## src/rtl/score_digits_pkg.sv

```systemverilog
// Shared types and constants for the score-to-decimal-digit encoder.
package score_digits_pkg;

  localparam int unsigned SCORE_W      = 14;
  localparam int unsigned BCD_W        = 16;
  localparam int unsigned SCORE_MAXVAL = 9999;

  typedef logic [3:0] digit_t;

  localparam digit_t DIGIT_BLANK = 4'd10;

  typedef enum logic [1:0] {
    ST_IDLE   = 2'd0,
    ST_SHIFT  = 2'd1,
    ST_FINISH = 2'd2
  } state_e;

endpackage

```

## src/rtl/score_digits_add3_nibble.sv

```systemverilog
// Double-dabble correction step: a BCD nibble of 5 or more gets +3 before the shift.
module score_digits_add3_nibble
  import score_digits_pkg::*;
(
  input  digit_t nib_i,
  output digit_t nib_o
);

  assign nib_o = (nib_i >= 4'd5) ? nib_i + 4'd3 : nib_i;

endmodule

```

## src/rtl/score_digits.sv

```systemverilog
// Sequential binary-to-BCD digit encoder with leading-zero blanking; digits
// only change on the FINISH edge so the display never sees partial results.
module score_digits
  import score_digits_pkg::*;
#(
  parameter int unsigned W      = SCORE_W,
  parameter digit_t      BLANK  = DIGIT_BLANK,
  parameter int unsigned MAXVAL = SCORE_MAXVAL
) (
  input  logic         clk,
  input  logic         clr,
  input  logic         start,
  input  logic [W-1:0] value,
  input  logic         blank_en,
  output logic         busy,
  output logic         done,
  output digit_t       digitL,
  output digit_t       digitML,
  output digit_t       digitMR,
  output digit_t       digitR
);

  localparam int unsigned SR_W  = BCD_W + W;
  localparam int unsigned CNT_W = $clog2(W + 1);

  state_e             state_q, state_d;
  logic [SR_W-1:0]    sr_q, sr_d;
  logic [CNT_W-1:0]   bitcnt_q, bitcnt_d;
  logic               blank_q, blank_d;
  logic               busy_q, busy_d;
  logic               done_q, done_d;
  digit_t             dl_q, dl_d, dml_q, dml_d, dmr_q, dmr_d, dr_q, dr_d;

  logic [W-1:0]       sat_value;
  logic [BCD_W-1:0]   bcd_adj;
  digit_t             n3, n2, n1, n0;
  logic               z3, z32, z321;

  assign sat_value = (value > W'(MAXVAL)) ? W'(MAXVAL) : value;

  // Per-nibble +3 correction on the BCD half of the shift register.
  for (genvar g = 0; g < 4; g++) begin : g_add3
    score_digits_add3_nibble u_add3 (
      .nib_i (sr_q[W + 4*g +: 4]),
      .nib_o (bcd_adj[4*g +: 4])
    );
  end

  assign n3   = sr_q[W + 12 +: 4];
  assign n2   = sr_q[W + 8  +: 4];
  assign n1   = sr_q[W + 4  +: 4];
  assign n0   = sr_q[W      +: 4];
  // Leading-zero run from the left; interior zeros stay visible.
  assign z3   = (n3 == 4'd0);
  assign z32  = z3  && (n2 == 4'd0);
  assign z321 = z32 && (n1 == 4'd0);

  always_ff @(posedge clk or posedge clr) begin
    if (clr) begin
      state_q  <= ST_IDLE;
      sr_q     <= '0;
      bitcnt_q <= '0;
      blank_q  <= 1'b0;
      busy_q   <= 1'b0;
      done_q   <= 1'b0;
      dl_q     <= BLANK;
      dml_q    <= BLANK;
      dmr_q    <= BLANK;
      dr_q     <= 4'd0;
    end else begin
      state_q  <= state_d;
      sr_q     <= sr_d;
      bitcnt_q <= bitcnt_d;
      blank_q  <= blank_d;
      busy_q   <= busy_d;
      done_q   <= done_d;
      dl_q     <= dl_d;
      dml_q    <= dml_d;
      dmr_q    <= dmr_d;
      dr_q     <= dr_d;
    end
  end

  always_comb begin
    state_d  = state_q;
    sr_d     = sr_q;
    bitcnt_d = bitcnt_q;
    blank_d  = blank_q;
    busy_d   = busy_q;
    done_d   = 1'b0;
    dl_d     = dl_q;
    dml_d    = dml_q;
    dmr_d    = dmr_q;
    dr_d     = dr_q;
    case (state_q)
      ST_IDLE: begin
        if (start) begin
          sr_d     = {BCD_W'(0), sat_value};
          bitcnt_d = CNT_W'(W);
          blank_d  = blank_en;
          busy_d   = 1'b1;
          state_d  = ST_SHIFT;
        end
      end
      ST_SHIFT: begin
        sr_d     = {bcd_adj, sr_q[W-1:0]} << 1;
        bitcnt_d = bitcnt_q - CNT_W'(1);
        if (bitcnt_q == CNT_W'(1)) state_d = ST_FINISH;
      end
      ST_FINISH: begin
        dl_d    = (blank_q && z3)   ? BLANK : n3;
        dml_d   = (blank_q && z32)  ? BLANK : n2;
        dmr_d   = (blank_q && z321) ? BLANK : n1;
        dr_d    = n0;
        done_d  = 1'b1;
        busy_d  = 1'b0;
        state_d = ST_IDLE;
      end
      default: state_d = ST_IDLE;
    endcase
  end

  assign busy    = busy_q;
  assign done    = done_q;
  assign digitL  = dl_q;
  assign digitML = dml_q;
  assign digitMR = dmr_q;
  assign digitR  = dr_q;

endmodule

```

## config.mk

```make
export PLATFORM = sky130hd
export DESIGN_NAME = score_digits
export DESIGN_NICKNAME = d
export VERILOG_FILES = /design/src/rtl/score_digits_pkg.sv /design/src/rtl/score_digits_add3_nibble.sv /design/src/rtl/score_digits.sv
export SDC_FILE = /design/constraint.sdc
export NUM_CORES = 1
export LEC_CHECK = 0
export CORE_MARGIN = 2
export CORE_UTILIZATION = 51
export DETAILED_ROUTE_END_ITERATION = 10
export PLACE_DENSITY = 0.85
export SETUP_SLACK_MARGIN = 0.3
export SLEW_MARGIN = 20
export SYNTH_ARGS = -nofsm -noshare
export SYNTH_HDL_FRONTEND = slang
export SYNTH_SLANG_ARGS = --single-unit
export TNS_END_PERCENT = 5
```

## constraint.sdc

```tcl
create_clock -name clk -period 2 [get_ports clk]
set_input_delay 0.5 -clock clk [delete_from_list [all_inputs] [get_ports clk]]
set_output_delay 0.5 -clock clk [all_outputs]
set_load 0.05 [all_outputs]
```

# After elaboration in Yosys (flattened, before gate mapping)
# Cells that the tools add are included.
[totals] word_cells=58 latchBits=0 ram_bits=0 reg_bits=55 out_inout_bits=18 inputBits=18 rom_bits=0 memories=0
[op_classes] n_reduce_logical=15 div=0 muxes=18 addsub=5 shifts=0 mul=0 n_bitwise=0 n_eq_ne=5 magnitude_cmp=5
[ops] operator="$pmux 30 s2" n=1
[ops] operator="$mux 30" n=1
[ops] operator="$mux 4" n=7
[ops] operator="$ge 4x3->1 const B" n=4
[ops] operator="$gt 14x14->1 const B" n=1
[ops] operator="$mux 14" n=1
[ops] operator="$add 4x2->4 const B" n=3
[ops] operator="$logic_not 4->1" n=3
[ops] operator="$pmux 4 s2" n=1
[ops] operator="$reduce_and 2->1" n=4
[ops] operator="$logic_and 1x1->1" n=5
[ops] operator="$eq 4x1->1 const B" n=1
[ops] operator="$mux 2" n=2
[ops] operator="$ne 2x2->1 const B" n=2
[ops] operator="$pmux 2 s2" n=1
[ops] operator="$reduce_bool 2->1" n=2
[ops] operator="$sub 4x1->4 const B" n=1
[ops] operator="$add 3x2->3 const B" n=1
[ops] operator="$mux 3" n=1
[ops] operator="$eq 2x1->1 const B" n=1
[ops] operator="$eq 2x2->1 const B" n=1
[ops] operator="$logic_not 2->1" n=1
[ops] operator="$mux 1" n=2
[ops] operator="$pmux 1 s2" n=1

# Depth between registers and ports, before layout
[depth] depth_word=5 depth_mapped=6 mapped_depth_nobuf=6

# Cells and area by module
# From an unflattened synthesis, not the netlist that was laid out.
[hier_totals] cells_unflattened=315 hier_area_um2=2847.7
[modules_own_cells] module="score_digits" area_per_inst_um2=2442.3 n_inst=1 seq_area_each_um2=1383.8 cells_each=251
[modules_own_cells] module="score_digits_add3_nibble" area_per_inst_um2=101.3 n_inst=4 seq_area_each_um2=0.0 cells_each=16

# Least setup slack after synthesis
# OpenSTA, ideal clock, no wires.
[synth_timing] kind="flip-flop to flip-flop" start="register sr_q[22]" end="register sr_q[24]" period_less_slack_ps=1540 path_buffers=0 arrival_time_ps=1458 t_required_ps=1917 slack_ps=460 stages_incl_launch_ff=7 setup_time_ps=83 path_cell_list="dfrtp_1 inv_1 ha_1 nand2b_1 a21oi_1 mux2_2 o21ai_0"
[synth_between] elab_chain_len=3 word_cells_on_any_way=4 cone_classes="add/sub (1); order compare (1); mux (2)"
[synth_lines] element="start, declared" line="score_digits.sv:27" rtl="logic [SR_W-1:0] sr_q, sr_d;"
[synth_lines] element="start signal, assigned" line="score_digits.sv:72" rtl="sr_q <= sr_d;"
[synth_lines] element="$add 4x2->4 / $ge 4x3->1 (equally long branches)" line="score_digits_add3_nibble.sv:9" rtl="assign nib_o = (nib_i >= 4'd5) ? nib_i + 4'd3 : nib_i;"
[synth_lines] element="$mux 4 (*)" line="score_digits_add3_nibble.sv:9"
[synth_lines] element="$pmux 30 s2 (*)" line="score_digits.sv:95" rtl="case (state_q)"
# Every way passes the cells marked *; elsewhere a longest branch is shown, timed or not.
# A chain may end at the register's enable or synchronous reset.

# Final worst setup path
# Same ends and word-level chain as after synthesis.

==> qor.yml <==
status:
  status: "complete, no violations"
synth:
  ys_types: 37
  ys_seq_area_share_pct: 52.1
  syn-instance-count: 267
  syn_nets: 298
  synth_edf_count: 0
  synth_flop_cell: "dfrtp_1"
  synthArstFlopShare_pct: 100
  synth_seq_cells: 55
  yosysWarnings: 0
  syn_area_um2: 2650
  avgSynthCellArea_um2: 9.94
clock_network:
  cts_tree: "done"
  cts_root_buffer: "clkbuf_8"
  cts_buffers: 5
  htree_levels: 2
  clkTransAtPathRegs_ps: 100
  cts_setup_buffers: 0
  clockBufferDepth: 2
  cts.sinks: 55
  clk_latency_ps: 310
drt:
  via_count: 2082
  postRouteAntennaNets: 0
  wire_per_inst_um: 13.8
  dr.pass1.iters: 5
  vias_per_cell: 5.45
  drt-initial-drc-count: 121
  drc: 0
  wl_mm: 5.26
power_and_ir_drop:
  power_mw: 5.42
  ir_worst_vdd_mv: 0.662
  pwr_density_cell_nw_per_um2: 1680
  power.leakage_nw: 1.48
timing:
  fmax_ghz: 0.566
  relSlewSlack_pct: 66.0
  worstMarginPinSlew_ps: 509
  period_share_pct: 88.3
  drv_slew: 0
  setup_viol: 0
  rsz0062_at_grt: "true"
  min_period_ps: 1770
  hold_viol_final: 0
  worst_clock_skew_ps: 5.69
critical_path:
  worst_setup_path_end_kind: "register"
  critical_path_required_ps: 2230
  critPathMaxStageDelay_ps: 430
  critPathMaxFanout: 4
  path_cells: "inv_1 > ha_1 > nand2b_1 > a21oi_1 > mux2_2 > o21ai_0"
  cp_top_family: "compound AO/OA/AOI/OAI gates"
  crit_arrival_ps: 1990
  cp-start-kind: "register"
  cp.buffers_inverters: 1
  cp_slowest_cell: "dfrtp_1"
  path_class: "reg -> reg"
worst_hold_path:
  hp-class: "reg -> reg"
floorplan:
  dieArea_um2: 5800
  num_io_pins: 36
  core_area_um2: 5070
  die_h_um: 76.1
  initial_core_util_pct: 52.3
  die_w_um: 76.1
  core.rowCount: 26
flow_run:
  cap_viol_max_count: 0
global_route:
  antenna_found_initial: 0
  grt_max_degree: 27
  grt_pass1_wl_mm: 9.27
  grt_overflow: 0
  grtUsageTotal_pct: 19.6
  grt_pass1_vias: 2025
finish:
  register_area_um2: 1380
  multi_input_area_um2: 1140
  fin_util_pct: 63.6
  drive_above_1_share_pct: 16.3
  nets: 342
  syn2layout_area_growth_pct: 21.6
  fillers: 437
  diodes: 0
placement:
  globalplace.congestion: 0.856
  hpwl_mm: 3.86
  portBuffers: 35
==> sequential cells by signal, summed over array words and instances (netlist names) <==
name and cells:
bitcnt_q 4, blank_q 1, busy 1, digitL 4, digitML 4, digitMR 4
digitR 4, done 1, sr_q 30, state_q 2
==> area by class of cell <==
class | count | area share, %
Clock buffer | 6 | 2.56
Clock inverter | 2 | 1.09
Inverter | 18 | 2.21
Multi-Input combinational cell | 183 | 35.4
Sequential cell | 55 | 42.9
Tap cell | 70 | 2.71
Timing Repair Buffer | 48 | 13.2
==> cells in the mapped netlist, types with 2 or more instances <==
master,n,area share (%)
dfstp_2,6,5.9
mux2_2,4,1.7
buf_2,4,0.75
xnor2_1,5,1.7
a32o_1,4,1.5
nor4_1,2,0.47
nor2_2,2,0.47
clkbuf_1,5,0.71
nand2_1,40,5.7
o211ai_1,2,0.57
o22a_1,4,1.3
o31ai_1,7,2.0
a22oi_1,2,0.57
ha_1,13,6.1
nand2b_1,5,1.2
nor2_1,15,2.1
a21oi_1,17,3.2
a222oi_1,4,1.5
buf_6,2,0.85
nand3_1,14,2.6
o21ai_0,26,4.9
inv_1,17,2.4
o21ai_1,3,0.57
nor3b_1,3,0.85
dfrtp_1,49,46
==> final timing paths <==
| check | slack (ps) | start | depth (start not counted) | end |
|---|---|---|---|---|
| worst min register to register | 480 | digitR[3] | 2 | digitR[3] |
| worst max-delay path | 230 | sr_q[22] | 6 | sr_q[24] |
| worst max register to register | 230 | sr_q[22] | 6 | sr_q[24] |
| max in group asynchronous | 950 | clr | 3 | digitL[1] |
| min in group asynchronous | 530 | clr | 2 | sr_q[13] |
| worst min-delay path | 480 | digitR[3] | 2 | digitR[3] |
==> power breakdown <==
group	internal [mW]	switching [mW]	leakage [nW]
sequential	1.66	0.383	0.667
combinational	1.02	1.60	0.754
clock	0.406	0.360	0.0612
==> worst reg2reg max path, stage by stage (launching register included) <==
cell,delay [ps]
dfrtp_1,430
inv_1,140
ha_1,220
nand2b_1,70
a21oi_1,310
mux2_2,380
o21ai_0,150
==> metrics by stage <==
stage | hold slack [ps] | area (um^2) | std cells | setup TNS, ps | worst slack, ps
detailed placement | 461 | 3110 | 374 | -449 | -66.6
CTS | 485 | 3220 | 382 | 0 | 62.4
finish | 481 | 3230 | 382 | 0 | 234
global route | 507 | 3230 | 382 | 0 | 95.5
floorplan | 437 | 2660 | 267 | 0 | 460
global placement | 454 | 3110 | 374 | -329 | -49.9
==> cell usage in the layout (no fill, tap or decap), types with 2 or more instances in the layout <==
master	synthesis	layout
mux2_2	4	4
o21ai_1	3	3
a222oi_1	4	4
o22a_1	4	4
a22oi_1	2	2
o211ai_1	2	2
dfstp_2	6	6
nor3b_1	3	3
a21oi_1	17	17
dlygate4sd2_1	0	4
buf_4	0	25
clkbuf_8	0	6
o31ai_1	7	7
xnor2_1	5	5
nor2_1	15	15
ha_1	13	13
nor4_1	2	2
dfrtp_1	49	49
inv_1	17	16
nor2_2	2	2
nand2b_1	5	5
nand3_1	14	14
o21ai_0	26	26
a32o_1	4	4
nand2_1	40	40
clkdlybuf4s50_1	0	17
==> metal layers <==
layer	global-route usage (%)	share of wire, %
met1	25.2	46
met2	34.6	49
met3	3.55	3.7
met4	4.91	0.87
met5	0	0
==> what timing repair did <==
action / in CTS / in global routing
pin swaps: 0 / 0
hold buffers: 0 / 0
gates resized for setup: 4 / 1
cloned: 0 / 0
hold endpoints to repair: 0 / 0
endpoints found under the setup margin: 20 / 29
==> cell families after synthesis <==
group / count (synthesis) / share of synthesized area [%]
simple gates: 89 / 16.1
xor+xnor: 6 / 1.98
fa+ha+maj: 13 / 6.13
compound gates: 71 / 17.1
buf+inv: 29 / 4.86
flops: 55 / 52.1
mux: 4 / 1.70
(Power assumes the default switching activity.)
